`src/rtl/uart7n_pkg.sv`:
```
// Shared types and helpers for the uart7n TX scheduler slice.
package uart7n_pkg;

    localparam int unsigned UART7N_DATA_W = 7;

    typedef enum logic [1:0] {
        IDLE      = 2'd0,
        LAUNCH    = 2'd1,
        WAIT_SENT = 2'd2,
        GAP       = 2'd3
    } sched_state_t;

    // Ceiling log2, usable in constant expressions for index and counter widths.
    function automatic int unsigned clog2(input int unsigned value);
        int unsigned result;
        int unsigned span;
        result = 0;
        span   = 1;
        while (span < value) begin
            span   = span << 1;
            result = result + 1;
        end
        return result;
    endfunction

endpackage

```
`src/rtl/uart7n_rr_arb.sv`:
```
// Combinational round-robin pick: first set request at or after ptr_i, wrapping.
module uart7n_rr_arb
    import uart7n_pkg::*;
#(
    parameter  int unsigned P_NUM_REQ = 4,
    localparam int unsigned IDX_W     = clog2(P_NUM_REQ)
) (
    input  logic [P_NUM_REQ-1:0] req_i,
    input  logic [IDX_W-1:0]     ptr_i,
    output logic [P_NUM_REQ-1:0] gnt_o,
    output logic [IDX_W-1:0]     idx_o,
    output logic                 any_o
);

    logic [IDX_W:0]   pos;
    logic [IDX_W-1:0] cand;

    always_comb begin
        gnt_o = '0;
        idx_o = '0;
        any_o = 1'b0;
        pos   = '0;
        cand  = '0;
        for (int unsigned i = 0; i < P_NUM_REQ; i++) begin
            // one extra bit so ptr+i cannot overflow before the wrap subtract
            pos = {1'b0, ptr_i} + (IDX_W + 1)'(i);
            if (pos >= (IDX_W + 1)'(P_NUM_REQ)) begin
                pos = pos - (IDX_W + 1)'(P_NUM_REQ);
            end
            cand = pos[IDX_W-1:0];
            if (!any_o && req_i[cand]) begin
                any_o       = 1'b1;
                idx_o       = cand;
                gnt_o[cand] = 1'b1;
            end
        end
    end

endmodule

```
`src/rtl/uart7n_tx_scheduler.sv`:
```
// Round-robin sharing of one uart7n transmitter among P_NUM_REQ requesters.
// Optional watchdog on a hung UART: define UART7N_SCHED_TIMEOUT_EN.
module uart7n_tx_scheduler
    import uart7n_pkg::*;
#(
    parameter int unsigned P_NUM_REQ     = 4,
    parameter int unsigned P_DATA_W      = UART7N_DATA_W,
    parameter int unsigned P_TIMEOUT_CYC = 50000
) (
    input  logic                            clk_i,
    input  logic                            rst_n_i,
    input  logic [P_NUM_REQ-1:0]            req_i,
    input  logic [P_NUM_REQ*P_DATA_W-1:0]   data_i,
    output logic [P_NUM_REQ-1:0]            ack_o,
    output logic [P_NUM_REQ-1:0]            done_o,
    output logic                            tx_enable_o,
    output logic [P_DATA_W-1:0]             tx_data_o,
    input  logic                            tx_busy_i,
    input  logic                            tx_sent_i,
    output logic                            active_o,
    output logic                            timeout_o
);

    localparam int unsigned IDX_W = clog2(P_NUM_REQ);
    localparam logic [P_NUM_REQ-1:0] REQ_LSB = {{(P_NUM_REQ - 1){1'b0}}, 1'b1};

    if ((P_NUM_REQ < 2) || (P_NUM_REQ > 8)) begin : g_bad_num_req
        $error("uart7n_tx_scheduler: P_NUM_REQ must be 2..8");
    end
    if (P_TIMEOUT_CYC < 2) begin : g_bad_timeout
        $error("uart7n_tx_scheduler: P_TIMEOUT_CYC must be at least 2");
    end

    sched_state_t            state_q, state_d;
    logic [IDX_W-1:0]        ptr_q, ptr_d;
    logic [IDX_W-1:0]        idx_q, idx_d;
    logic [P_DATA_W-1:0]     tx_data_q, tx_data_d;
    logic [P_NUM_REQ-1:0]    ack_q, ack_d;
    logic [P_NUM_REQ-1:0]    done_q, done_d;
    logic                    tx_en_q, tx_en_d;
    logic                    active_q, active_d;
    logic                    timeout_q, timeout_d;
    logic                    sent_prev_q;

    logic [P_NUM_REQ-1:0]    arb_gnt;
    logic [IDX_W-1:0]        arb_idx;
    logic                    arb_any;
    logic                    sent_rise_c;
    logic                    wd_hit_c;

    uart7n_rr_arb #(
        .P_NUM_REQ (P_NUM_REQ)
    ) u_arb (
        .req_i (req_i),
        .ptr_i (ptr_q),
        .gnt_o (arb_gnt),
        .idx_o (arb_idx),
        .any_o (arb_any)
    );

    // Only a 0->1 transition of tx_sent_i marks completion; a stale high level does not.
    assign sent_rise_c = tx_sent_i & ~sent_prev_q;

`ifdef UART7N_SCHED_TIMEOUT_EN
    localparam int unsigned WD_W = clog2(P_TIMEOUT_CYC + 1);

    logic [WD_W-1:0] wd_cnt_q, wd_cnt_d;
    logic            wd_run_c;

    assign wd_run_c = (state_q == WAIT_SENT) || (state_q == GAP);
    assign wd_hit_c = wd_run_c && (wd_cnt_q == WD_W'(P_TIMEOUT_CYC - 1));

    always_comb begin
        wd_cnt_d = '0;
        if (wd_run_c && (state_d == state_q)) begin
            wd_cnt_d = wd_cnt_q + WD_W'(1);
        end
    end

    always_ff @(posedge clk_i or negedge rst_n_i) begin
        if (!rst_n_i) begin
            wd_cnt_q <= '0;
        end else begin
            wd_cnt_q <= wd_cnt_d;
        end
    end
`else
    assign wd_hit_c = 1'b0;
`endif

    // State register.
    always_ff @(posedge clk_i or negedge rst_n_i) begin
        if (!rst_n_i) begin
            state_q <= IDLE;
        end else begin
            state_q <= state_d;
        end
    end

    // Next-state logic.
    always_comb begin
        state_d = state_q;
        case (state_q)
            IDLE: begin
                if (arb_any) begin
                    state_d = LAUNCH;
                end
            end
            LAUNCH: begin
                state_d = WAIT_SENT;
            end
            WAIT_SENT: begin
                if (wd_hit_c) begin
                    state_d = IDLE;
                end else if (sent_rise_c) begin
                    state_d = GAP;
                end
            end
            GAP: begin
                if (wd_hit_c || (!tx_busy_i && !tx_sent_i)) begin
                    state_d = IDLE;
                end
            end
            default: begin
                state_d = IDLE;
            end
        endcase
    end

    // Output and datapath next values; everything lands in registers below.
    always_comb begin
        ack_d     = '0;
        done_d    = '0;
        tx_en_d   = 1'b0;
        ptr_d     = ptr_q;
        idx_d     = idx_q;
        tx_data_d = tx_data_q;
        active_d  = (state_d != IDLE);
        timeout_d = timeout_q | wd_hit_c;
        case (state_q)
            IDLE: begin
                if (arb_any) begin
                    ack_d     = arb_gnt;
                    idx_d     = arb_idx;
                    tx_data_d = data_i[int'(arb_idx) * P_DATA_W +: P_DATA_W];
                    ptr_d     = (arb_idx == IDX_W'(P_NUM_REQ - 1)) ? '0
                                                                   : arb_idx + IDX_W'(1);
                end
            end
            LAUNCH: begin
                tx_en_d = 1'b1;
            end
            WAIT_SENT: begin
                // a watchdog expiry in GAP reports nothing: done already went out on GAP entry
                if (wd_hit_c || sent_rise_c) begin
                    done_d = REQ_LSB << idx_q;
                end
            end
            default: begin
            end
        endcase
    end

    always_ff @(posedge clk_i or negedge rst_n_i) begin
        if (!rst_n_i) begin
            ptr_q       <= '0;
            idx_q       <= '0;
            tx_data_q   <= '0;
            ack_q       <= '0;
            done_q      <= '0;
            tx_en_q     <= 1'b0;
            active_q    <= 1'b0;
            timeout_q   <= 1'b0;
            sent_prev_q <= 1'b0;
        end else begin
            ptr_q       <= ptr_d;
            idx_q       <= idx_d;
            tx_data_q   <= tx_data_d;
            ack_q       <= ack_d;
            done_q      <= done_d;
            tx_en_q     <= tx_en_d;
            active_q    <= active_d;
            timeout_q   <= timeout_d;
            sent_prev_q <= tx_sent_i;
        end
    end

    assign ack_o       = ack_q;
    assign done_o      = done_q;
    assign tx_enable_o = tx_en_q;
    assign tx_data_o   = tx_data_q;
    assign active_o    = active_q;
    assign timeout_o   = timeout_q;

endmodule
```
`config.mk`:
```
export PLATFORM = sky130hd
export DESIGN_NAME = uart7n_tx_scheduler
export DESIGN_NICKNAME = d
export VERILOG_FILES = /design/src/rtl/uart7n_pkg.sv /design/src/rtl/uart7n_rr_arb.sv /design/src/rtl/uart7n_tx_scheduler.sv
export SDC_FILE = /design/constraint.sdc
export NUM_CORES = 1
export LEC_CHECK = 0
export BUFFER_PORTS_ARGS = -buffer_cell sky130_fd_sc_hd__buf_4
export CORE_MARGIN = 10
export CORE_UTILIZATION = 47
export CTS_BUF_LIST = sky130_fd_sc_hd__clkbuf_2
export DETAILED_ROUTE_END_ITERATION = 8
export GPL_ROUTABILITY_DRIVEN = 0
export PLACE_DENSITY = 0.79
export RECOVER_POWER = 25
export SKIP_LAST_GASP = 1
export SYNTH_ARGS = -nofsm -noshare
export SYNTH_HDL_FRONTEND = slang
export SYNTH_SLANG_ARGS = --single-unit
export TNS_END_PERCENT = 100
```
`constraint.sdc`:
```
create_clock -name clk_i -period 3.2 [get_ports clk_i]
set_input_delay 0.16 -clock clk_i [delete_from_list [all_inputs] [get_ports clk_i]]
set_output_delay 0.16 -clock clk_i [all_outputs]
set_load 0.03 [all_outputs]
```
Word-level counts from Yosys, hierarchy flattened
Cells that the tools add are included.
{ "word_totals": {"latch_bits": 0, "output_inout_bits": 18, "romBits": 0, "mem_count": 0, "regBits": 24, "ramBits": 0, "in_bits": 36, "wordCells": 99} }
{ "op_classes": {"n_eq_ne": 4, "order_cmp": 12, "add_sub_neg": 8, "shift": 2, "bitwise_logic": 5, "muxes": 42, "reduce_logical": 16, "multipliers": 1, "div_mod_pow": 0} }
{ "ops": {"columns": ["op", "count"], "rows": [
  ["$mux W4", 8],
  ["$shiftx A28 B6 Y7", 1],
  ["$mux W2", 12],
  ["$mux W1", 13],
  ["$lt A2 B3 Y1 const B", 4],
  ["$or A4 B4 Y4", 3],
  ["$ge A3 B3 Y1 const B", 3],
  ["$bmux W1 S2", 4],
  ["$demux W1 S2", 4],
  ["$ge A2 B1 Y1 const B", 4],
  ["$logic_and A1 B1 Y1", 8],
  ["$pmux W2 S4", 1],
  ["$sub A2 B1 Y2 const B", 4],
  ["$add A2 B2 Y3 const B", 2],
  ["$eq A2 B2 Y1 const B", 3],
  ["$logic_not A1 Y1", 5],
  ["$mul A2 B3 Y5 const B", 1],
  ["$shl A1 B2 Y4 const A", 1],
  ["$add A2 B1 Y3 const B", 1],
  ["$ge A2 B3 Y1 const B", 1],
  ["$add A2 B1 Y2 const B", 1],
  ["$eq A2 B1 Y1 const B", 1],
  ["$logic_not A2 Y1", 1],
  ["$reduce_and A2 Y1", 1],
  ["other kinds (3)", 3]
]} }

Logic depth before layout (Yosys ltp)
Gate-level depths: netlist of the first run.
{ "depth": {"word_depth": 17, "depth_mapped": 10, "ltp_nobuf": 8} }

Cells and area by module
Synthesis of the first run repeated with hierarchy kept, for this count alone.
{ "hier_totals": {"cells_unflattened": 138, "area_unflattened_um2": 1502.7} }
{ "modules_own_cells": {"columns": ["module", "cells_each", "instances", "area_each_um2"], "rows": [
  ["uart7n_tx_scheduler", 93, 1, 1081.0],
  ["uart7n_rr_arb", 45, 1, 421.7]
]} }

Worst setup path after synthesis of the first run
OpenSTA, ideal clock, no wires.
{ "synth_path": {"path_kind": "reg2reg", "from": "register ptr_q[0]", "to": "register ptr_q[1]", "arrival_ps": 2865, "period_less_slack_ps": 2952, "setup_time_ps": 87, "path_slack_ps": 248, "stages_incl_launch_ff": 11, "path_cell_list": "dfrtp_1 -> buf_2 -> inv_1 -> ha_1 -> nand2b_1 -> or4_1 -> and3_1 -> a211o_1 -> clkbuf_1 -> or3_1 -> o211ai_1"} }
{ "synth_via": {"elab_chain_cells": 16} }
{ "synth_lines": {"columns": ["item", "line_no", "text"], "rows": [
  ["from (decl)", "uart7n_tx_scheduler.sv:35", "logic [IDX_W-1:0] ptr_q, ptr_d;"],
  ["from (signal assigned)", "uart7n_tx_scheduler.sv:176", "ptr_q <= ptr_d;"],
  ["branches (longest 16 deep; another with $add A2 B1 Y3)", null, null]
]} }
Several ways; the timed one is not identified. The select of a mux whose other input is x is not followed.
A chain may end at the register's enable or synchronous reset.

Worst setup path in the final report of the first run
{ "layout_path": {"from": "register ptr_q[0]", "to": "register tx_data_q[2], in the netlist tx_data_o[2]"} }
{ "layout_via": {"elab_chain_cells": 16} }
{ "layout_lines": {"columns": ["item", "line_no", "text"], "rows": [
  ["branches (longest 16 deep; another with $add A2 B1 Y3)", null, null],
  ["to (signal assigned)", "uart7n_tx_scheduler.sv:178", "tx_data_q <= tx_data_d;"],
  ["to (decl)", "uart7n_tx_scheduler.sv:37", "logic [P_DATA_W-1:0] tx_data_q, tx_data_d;"]
]} }
Several ways; the timed one is not identified. The select of a mux whose other input is x is not followed.

==> flow_metrics.env, run 1 <==
export IMPL_status="completed"
export IMPL_drt_initial_drc_count=106
export IMPL_place_hpwl_microns=3490
export IMPL_reg2reg_depth=7
export IMPL_synth_seq_area_share_pct=38.7
export IMPL_fin_setup_tns_ns=0
export IMPL_period_needed_ns=2.69
export IMPL_crit_buf_inv=1
export IMPL_wl_per_cell_microns=17.2
export IMPL_antenna_cells=0
export IMPL_cts_resized=0
export IMPL_fin_nets=252
export IMPL_io_pins=54
export IMPL_final_util_pct=64.6
export IMPL_path_class="reg2reg"
export IMPL_grt_max_degree=25
export IMPL_final_common_cell="buf_4"
export IMPL_netlist_instances=154
export IMPL_path_cells="inv_1, ha_1, mux4_2, o21ai_2, nand2_4, mux2_4, a221o_1"
export IMPL_rrSetupSlack_ns=0.51
export IMPL_synthesis_nets=198
export IMPL_grt_overflow=0
export IMPL_cts_root_buf="clkbuf_2"
export IMPL_synth_edf_count=0
export IMPL_portBuffers=52
export IMPL_htreeDepth=1
export IMPL_endpoint_kind="flip-flop"
export IMPL_crit_arrival_ns=2.92
export IMPL_cts_sinks=24
export IMPL_met2_usage_pct=24.1
export IMPL_syn_area_sq_um=1550
export IMPL_max_slew_margin_pct=19.5
export IMPL_seq_area_sq_um=601
export IMPL_hold_depth=3
export IMPL_top_usage_layer="met2"
export IMPL_vias_per_cell=5.65
export IMPL_worstMarginPinSlew_ns=1.21
export IMPL_slowest_delay_ns=0.45
export IMPL_crit_fanout=9
export IMPL_wl_microns=4310
export IMPL_timing_rr_end="tx_data_o[2]"
export IMPL_die_w_microns=77.4
export IMPL_cap_viol_max_count=0
export IMPL_dieArea_sq_um=6000
export IMPL_syn2layout_area_growth_pct=29.2
export IMPL_r2r_start="ptr_q[0]"
export IMPL_antenna_left=0
export IMPL_slowest_stage="mux4_2"
export IMPL_use_met1_pct=17.7
export IMPL_die_h_microns=77.4
export IMPL_layout_common_cells="buf_4, dfrtp_1, nor2_1, nand2_1, o21ai_0"
export IMPL_cpLargestDelayFamily="multiplexers"
export IMPL_fmax_mhz=372
export IMPL_leakagePower_nw=0.970
export IMPL_final_hold_violation_count=0
export IMPL_cts_inserted_buffers=3
export IMPL_worstHoldPathType="in2reg"
export IMPL_max_vdd_ir_drop_mv=0.444
export IMPL_drive_gt1_share_pct=33.5
export IMPL_track_usage_pct=14.1
export IMPL_period_share_pct=84.1
export IMPL_grt_pass1_wl_microns=7110
export IMPL_setup_viol=0
export IMPL_fillers=263
export IMPL_drcViolationCount=0
export IMPL_ys_async_sr_fraction_pct=100
export IMPL_worstSkewPairLatency_ns=0.32
export IMPL_required_ns=3.43
export IMPL_yosys_register_bits=24
export IMPL_coreArea_sq_um=3100
export IMPL_avgSynthCellArea_sq_um=10.1
export IMPL_synth_flop_cell="dfrtp_1"
export IMPL_ys_warn_count=0
export IMPL_skew_ns=0.00133
export IMPL_grt_met3_usage_pct=1.38
export IMPL_rsz0062_at_grt="false"
export IMPL_hp_start="tx_busy_i"
export IMPL_vias=1413
export IMPL_ys_types=39
export IMPL_slew_violations=0
export IMPL_start_util_pct=50.0
export IMPL_rows=20
export IMPL_p_per_area_nw_per_um2=859
export IMPL_first_pass_iters=4
export IMPL_grt_pass1_vias=1426
export IMPL_tritoncts="done"
export IMPL_cts_clk_slew_worst_paths_ns=0.20
export IMPL_cp_start_kind="flip-flop"
export IMPL_hold_end="state_q[1]"
export IMPL_antenna_found_initial=0
export IMPL_clockBufferDepth=2
export IMPL_multi_input_area_sq_um=896
[cells by family after synthesis]
group,synth area share (%)
DFF,38.7
other,0.242
buffers and inverters,3.47
AOI/OAI and AO/OA,21.0
muxes,12.2
and+or+nand+nor,17.9
adders and majority gates,6.46
[Yosys cell counts, types with 2 or more instances]
| master | instances | share of area, % |
|---|---|---|
| a211o_1 | 2 | 1.1 |
| a211oi_1 | 2 | 0.97 |
| a21oi_1 | 9 | 2.9 |
| a221o_1 | 7 | 4.5 |
| a221oi_1 | 4 | 2.3 |
| a22oi_1 | 5 | 2.4 |
| and3_1 | 2 | 0.81 |
| and3b_1 | 2 | 1.1 |
| clkbuf_1 | 3 | 0.73 |
| dfrtp_1 | 24 | 39 |
| ha_1 | 8 | 6.5 |
| inv_1 | 4 | 0.97 |
| mux2_4 | 6 | 5.8 |
| mux2i_1 | 2 | 1.3 |
| mux4_2 | 3 | 4.4 |
| nand2_1 | 10 | 2.4 |
| nand2b_1 | 2 | 0.81 |
| nand3_1 | 9 | 2.9 |
| nor2_1 | 15 | 3.6 |
| nor3_1 | 3 | 0.97 |
| nor3b_1 | 2 | 0.97 |
| o211ai_1 | 2 | 0.97 |
| o21a_1 | 2 | 0.97 |
| o21ai_0 | 10 | 3.2 |
| or3_1 | 2 | 0.81 |
[worst register-to-register path: cells and delay by family, from the launching register on]
family          cells  cell delay, ns
mux                 2            0.78
compound gates      2            0.71
fa+ha+maj           1            0.42
flops               1            0.39
simple gates        1            0.20
buf+inv             1            0.10
[per-layer routing]
| layer | vias up | wire (microns) | share of wire [%] |
|---|---|---|---|
| li1 | 682 | - | - |
| met1 | 693 | 1930 | 45 |
| met2 | 36 | 2220 | 51 |
| met3 | 2 | 118 | 2.7 |
| met4 | 0 | 44 | 1.0 |
| met5 | - | 0 | 0 |
[worst max path at each step]
stage                     startpoint      endpoint  slack [ns]  depth (start not counted)
final                       ptr_q[0]  tx_data_o[2]        0.51                          7
after global routing        ptr_q[1]  tx_data_o[5]        0.33                          7
after CTS                   ptr_q[1]  tx_data_o[2]        0.50                          7
after detailed placement    ptr_q[1]  tx_data_o[2]        0.53                          7
after global placement      ptr_q[1]  tx_data_o[5]        0.62                          7
after floorplan             ptr_q[0]      ptr_q[1]        0.25                         10
[metrics by stage]
step           worst slack (ns)  hold WS (ns)  instances  area [sq um]  total power, mW
4_1_cts                   0.505        0.0902        250          2010             1.72
5_1_grt                   0.334        0.0770        250          2000             1.86
3_3_place_gp              0.617        0.0634        245          1970             1.58
2_1_floorplan             0.248        -0.136        154          1550             1.32
6_report                  0.510        0.0998        250          2000             1.72
3_5_place_dp              0.531        0.0680        245          1970             1.62
[timing repair]
item                      in CTS  in global routing
hold endpoints to repair      25                  0
setup buffers                  0                  0
hold buffers                   2                  0
[report_power, final]
part	switching, mW	leakage (nW)	internal [mW]
Clock	0.0819	0.0125	0.0255
Sequential	0.0690	0.303	0.403
Combinational	0.652	0.655	0.489
[area by class of cell]
class / instances / share of cell area, %
clock buffer: 3 / 0.750
inverter: 4 / 0.750
multi-input combinational: 119 / 44.7
sequential: 24 / 30.0
tap: 44 / 2.75
timing repair buffer: 56 / 21.0
[sequential cells by signal (all words and copies together), names as in the netlist]
| name | cells |
|---|---|
| ack_o | 4 |
| active_o | 1 |
| done_o | 4 |
| idx_q | 2 |
| ptr_q | 2 |
| sent_prev_q | 1 |
| state_q | 2 |
| tx_data_o | 7 |
| tx_enable_o | 1 |
Power figures use the tool's default switching activity.
==> run 2, diff against run 1 <==
- CORE_UTILIZATION: 47 -> 50
- PLACE_DENSITY: 0.79 -> 0.8
- clock period: 3.2 -> 2.7 ns (I/O delays scaled with it)
==> run 2 against run 1 <==
Net effect:
- routed wire length up 0.37%
- worst setup slack worse by 0.36 ns
- cell count is 3.2% lower
- largest cell class unchanged
==> flow_metrics.env, run 2 (same netlist as run 1, synthesis figures left out) <==
export IMPL_grt_overflow=0
export IMPL_largest_reg_flops=7
export IMPL_preCtsSetupSlack_ns=0.141
export IMPL_io_pins=54
export IMPL_skew_ns=0.0260
export IMPL_portBuffers=52
export IMPL_cts_sinks=24
export IMPL_slowest_delay_ns=0.62
export IMPL_worstHoldPathType="in2reg"
export IMPL_cts_setup_buffers=0
export IMPL_layout_common_cells="buf_4, dfrtp_1, nor2_1, nand2_1, o21ai_0"
export IMPL_place_hpwl_microns=3460
export IMPL_syn2layout_area_growth_pct=32.4
export IMPL_leakagePower_nw=0.991
export IMPL_final_util_pct=68.3
export IMPL_required_ns=2.98
export IMPL_whs_ns=0.0577
export IMPL_grt_max_degree=25
export IMPL_first_pass_iters=4
export IMPL_antenna_found_initial=0
export IMPL_vias_per_cell=5.98
export IMPL_period_needed_ns=2.55
export IMPL_use_met1_pct=18.6
export IMPL_tritoncts="done"
export IMPL_wl_microns=4330
export IMPL_worstMarginPinSlew_ns=1.22
export IMPL_status="completed"
export IMPL_met2_usage_pct=26.0
export IMPL_crit_fanout=9
export IMPL_fin_ws_ns=0.151
export IMPL_crit_arrival_ns=2.83
export IMPL_htreeDepth=1
export IMPL_max_vdd_ir_drop_mv=0.462
export IMPL_path_class="reg2reg"
export IMPL_fin_setup_tns_ns=0
export IMPL_drcViolationCount=0
export IMPL_period_share_pct=94.4
export IMPL_dieArea_sq_um=5730
export IMPL_antenna_cells=0
export IMPL_final_hold_violation_count=0
export IMPL_track_usage_pct=14.8
export IMPL_cts_clk_slew_worst_paths_ns=0.24
export IMPL_slowest_stage="mux4_2"
export IMPL_final_area_sq_um=2050
export IMPL_endpoint_kind="flip-flop"
export IMPL_drive_gt1_share_pct=36.8
export IMPL_coreArea_sq_um=3000
export IMPL_setup_viol=0
export IMPL_cts_inserted_buffers=3
export IMPL_path_cells="buf_4, mux4_2, nor2b_4, o21ai_4, nand2_4, mux2_4, a221o_1"
export IMPL_worstSkewPairLatency_ns=0.35
export IMPL_cap_viol_max_count=0
export IMPL_fin_nets=254
export IMPL_max_slew_margin_pct=18.6
export IMPL_grt_pass1_vias=1455
export IMPL_place_area_sq_um=1990
export IMPL_drt_initial_drc_count=121
export IMPL_die_h_microns=75.7
export IMPL_grt_met3_usage_pct=1.95
export IMPL_final_common_cell="buf_4"
export IMPL_clockBufferDepth=2
export IMPL_antenna_left=0
export IMPL_grt_pass1_wl_microns=6800
export IMPL_cts_root_buf="clkbuf_2"
export IMPL_slew_violations=0
export IMPL_cp_start_kind="flip-flop"
export IMPL_start_util_pct=51.6
export IMPL_rsz0062_at_grt="false"
export IMPL_rows=20
export IMPL_fmax_mhz=392
export IMPL_vias=1446
export IMPL_wl_per_cell_microns=17.9
export IMPL_die_w_microns=75.7
export IMPL_p_per_area_nw_per_um2=1080
export IMPL_fillers=248
export IMPL_top_usage_layer="met2"
run 2: cell types whose count changed in the layout (fill, tap and decap cells not counted), sizes merged:
cell    previous run  this run
bufinv             0         1
buf               53        55
run 2: worst paths after layout:
path / cells past startpoint / slack (ns) / end / startpoint
worst min register to register: 1 / 0.51 / done_o[2] / idx_q[0]
max in group asynchronous: 2 / 1.37 / ptr_q[0] / rst_n_i
worst min-delay path: 3 / 0.06 / state_q[1] / tx_busy_i
min in group asynchronous: 2 / 0.51 / tx_data_o[3] / rst_n_i
worst max-delay path: 7 / 0.15 / tx_data_o[2] / ptr_q[0]
worst max register to register: 7 / 0.15 / tx_data_o[2] / ptr_q[0]
run 2: metrics by stage:
step,std cells,power (mW)
CTS,242,2.21
floorplan,154,1.60
finish,242,2.22
global route,242,2.37
detailed placement,236,1.97
global placement,236,1.92
run 2: repair_timing:
| action | in CTS | in global routing |
|---|---|---|
| endpoints found under the hold margin | 25 | 0 |
| gates resized for setup | 0 | 3 |
| hold buffers | 2 | 0 |
| endpoints found under the setup margin | 0 | 1 |
run 2: where the power goes:
part	switching [mW]	total (mW)	leakage (nW)	internal, mW
sequential	0.0965	0.575	0.302	0.479
clock	0.109	0.237	0.0266	0.128
combinational	0.791	1.41	0.662	0.618
run 2: metal layers:
metal / part of all wire [%] / wire (microns)
met1: 41 / 1780
met2: 53 / 2290
met3: 4.5 / 195
met4: 1.6 / 68
met5: 0 / 0
run 2: cell type report:
cell class              instances  area (sq um)  area share, %
well taps                      33          41.3           2.01
multi-input cells             119           910           44.3
repair buffers                 58           437           21.3
inverters                       4          17.5          0.854
flip-flops and latches         24           602           29.3
clock inverters                 1          30.0           1.46
clock buffers                   3          15.0          0.732
run 2: worst max-delay path, delay by kind of cell (launching register included):
kind / cells / cell delay, ns
compound gates: 2 / 0.44
simple gates: 2 / 0.43
flops: 1 / 0.48
buf+inv: 1 / 0.19
mux: 2 / 0.94
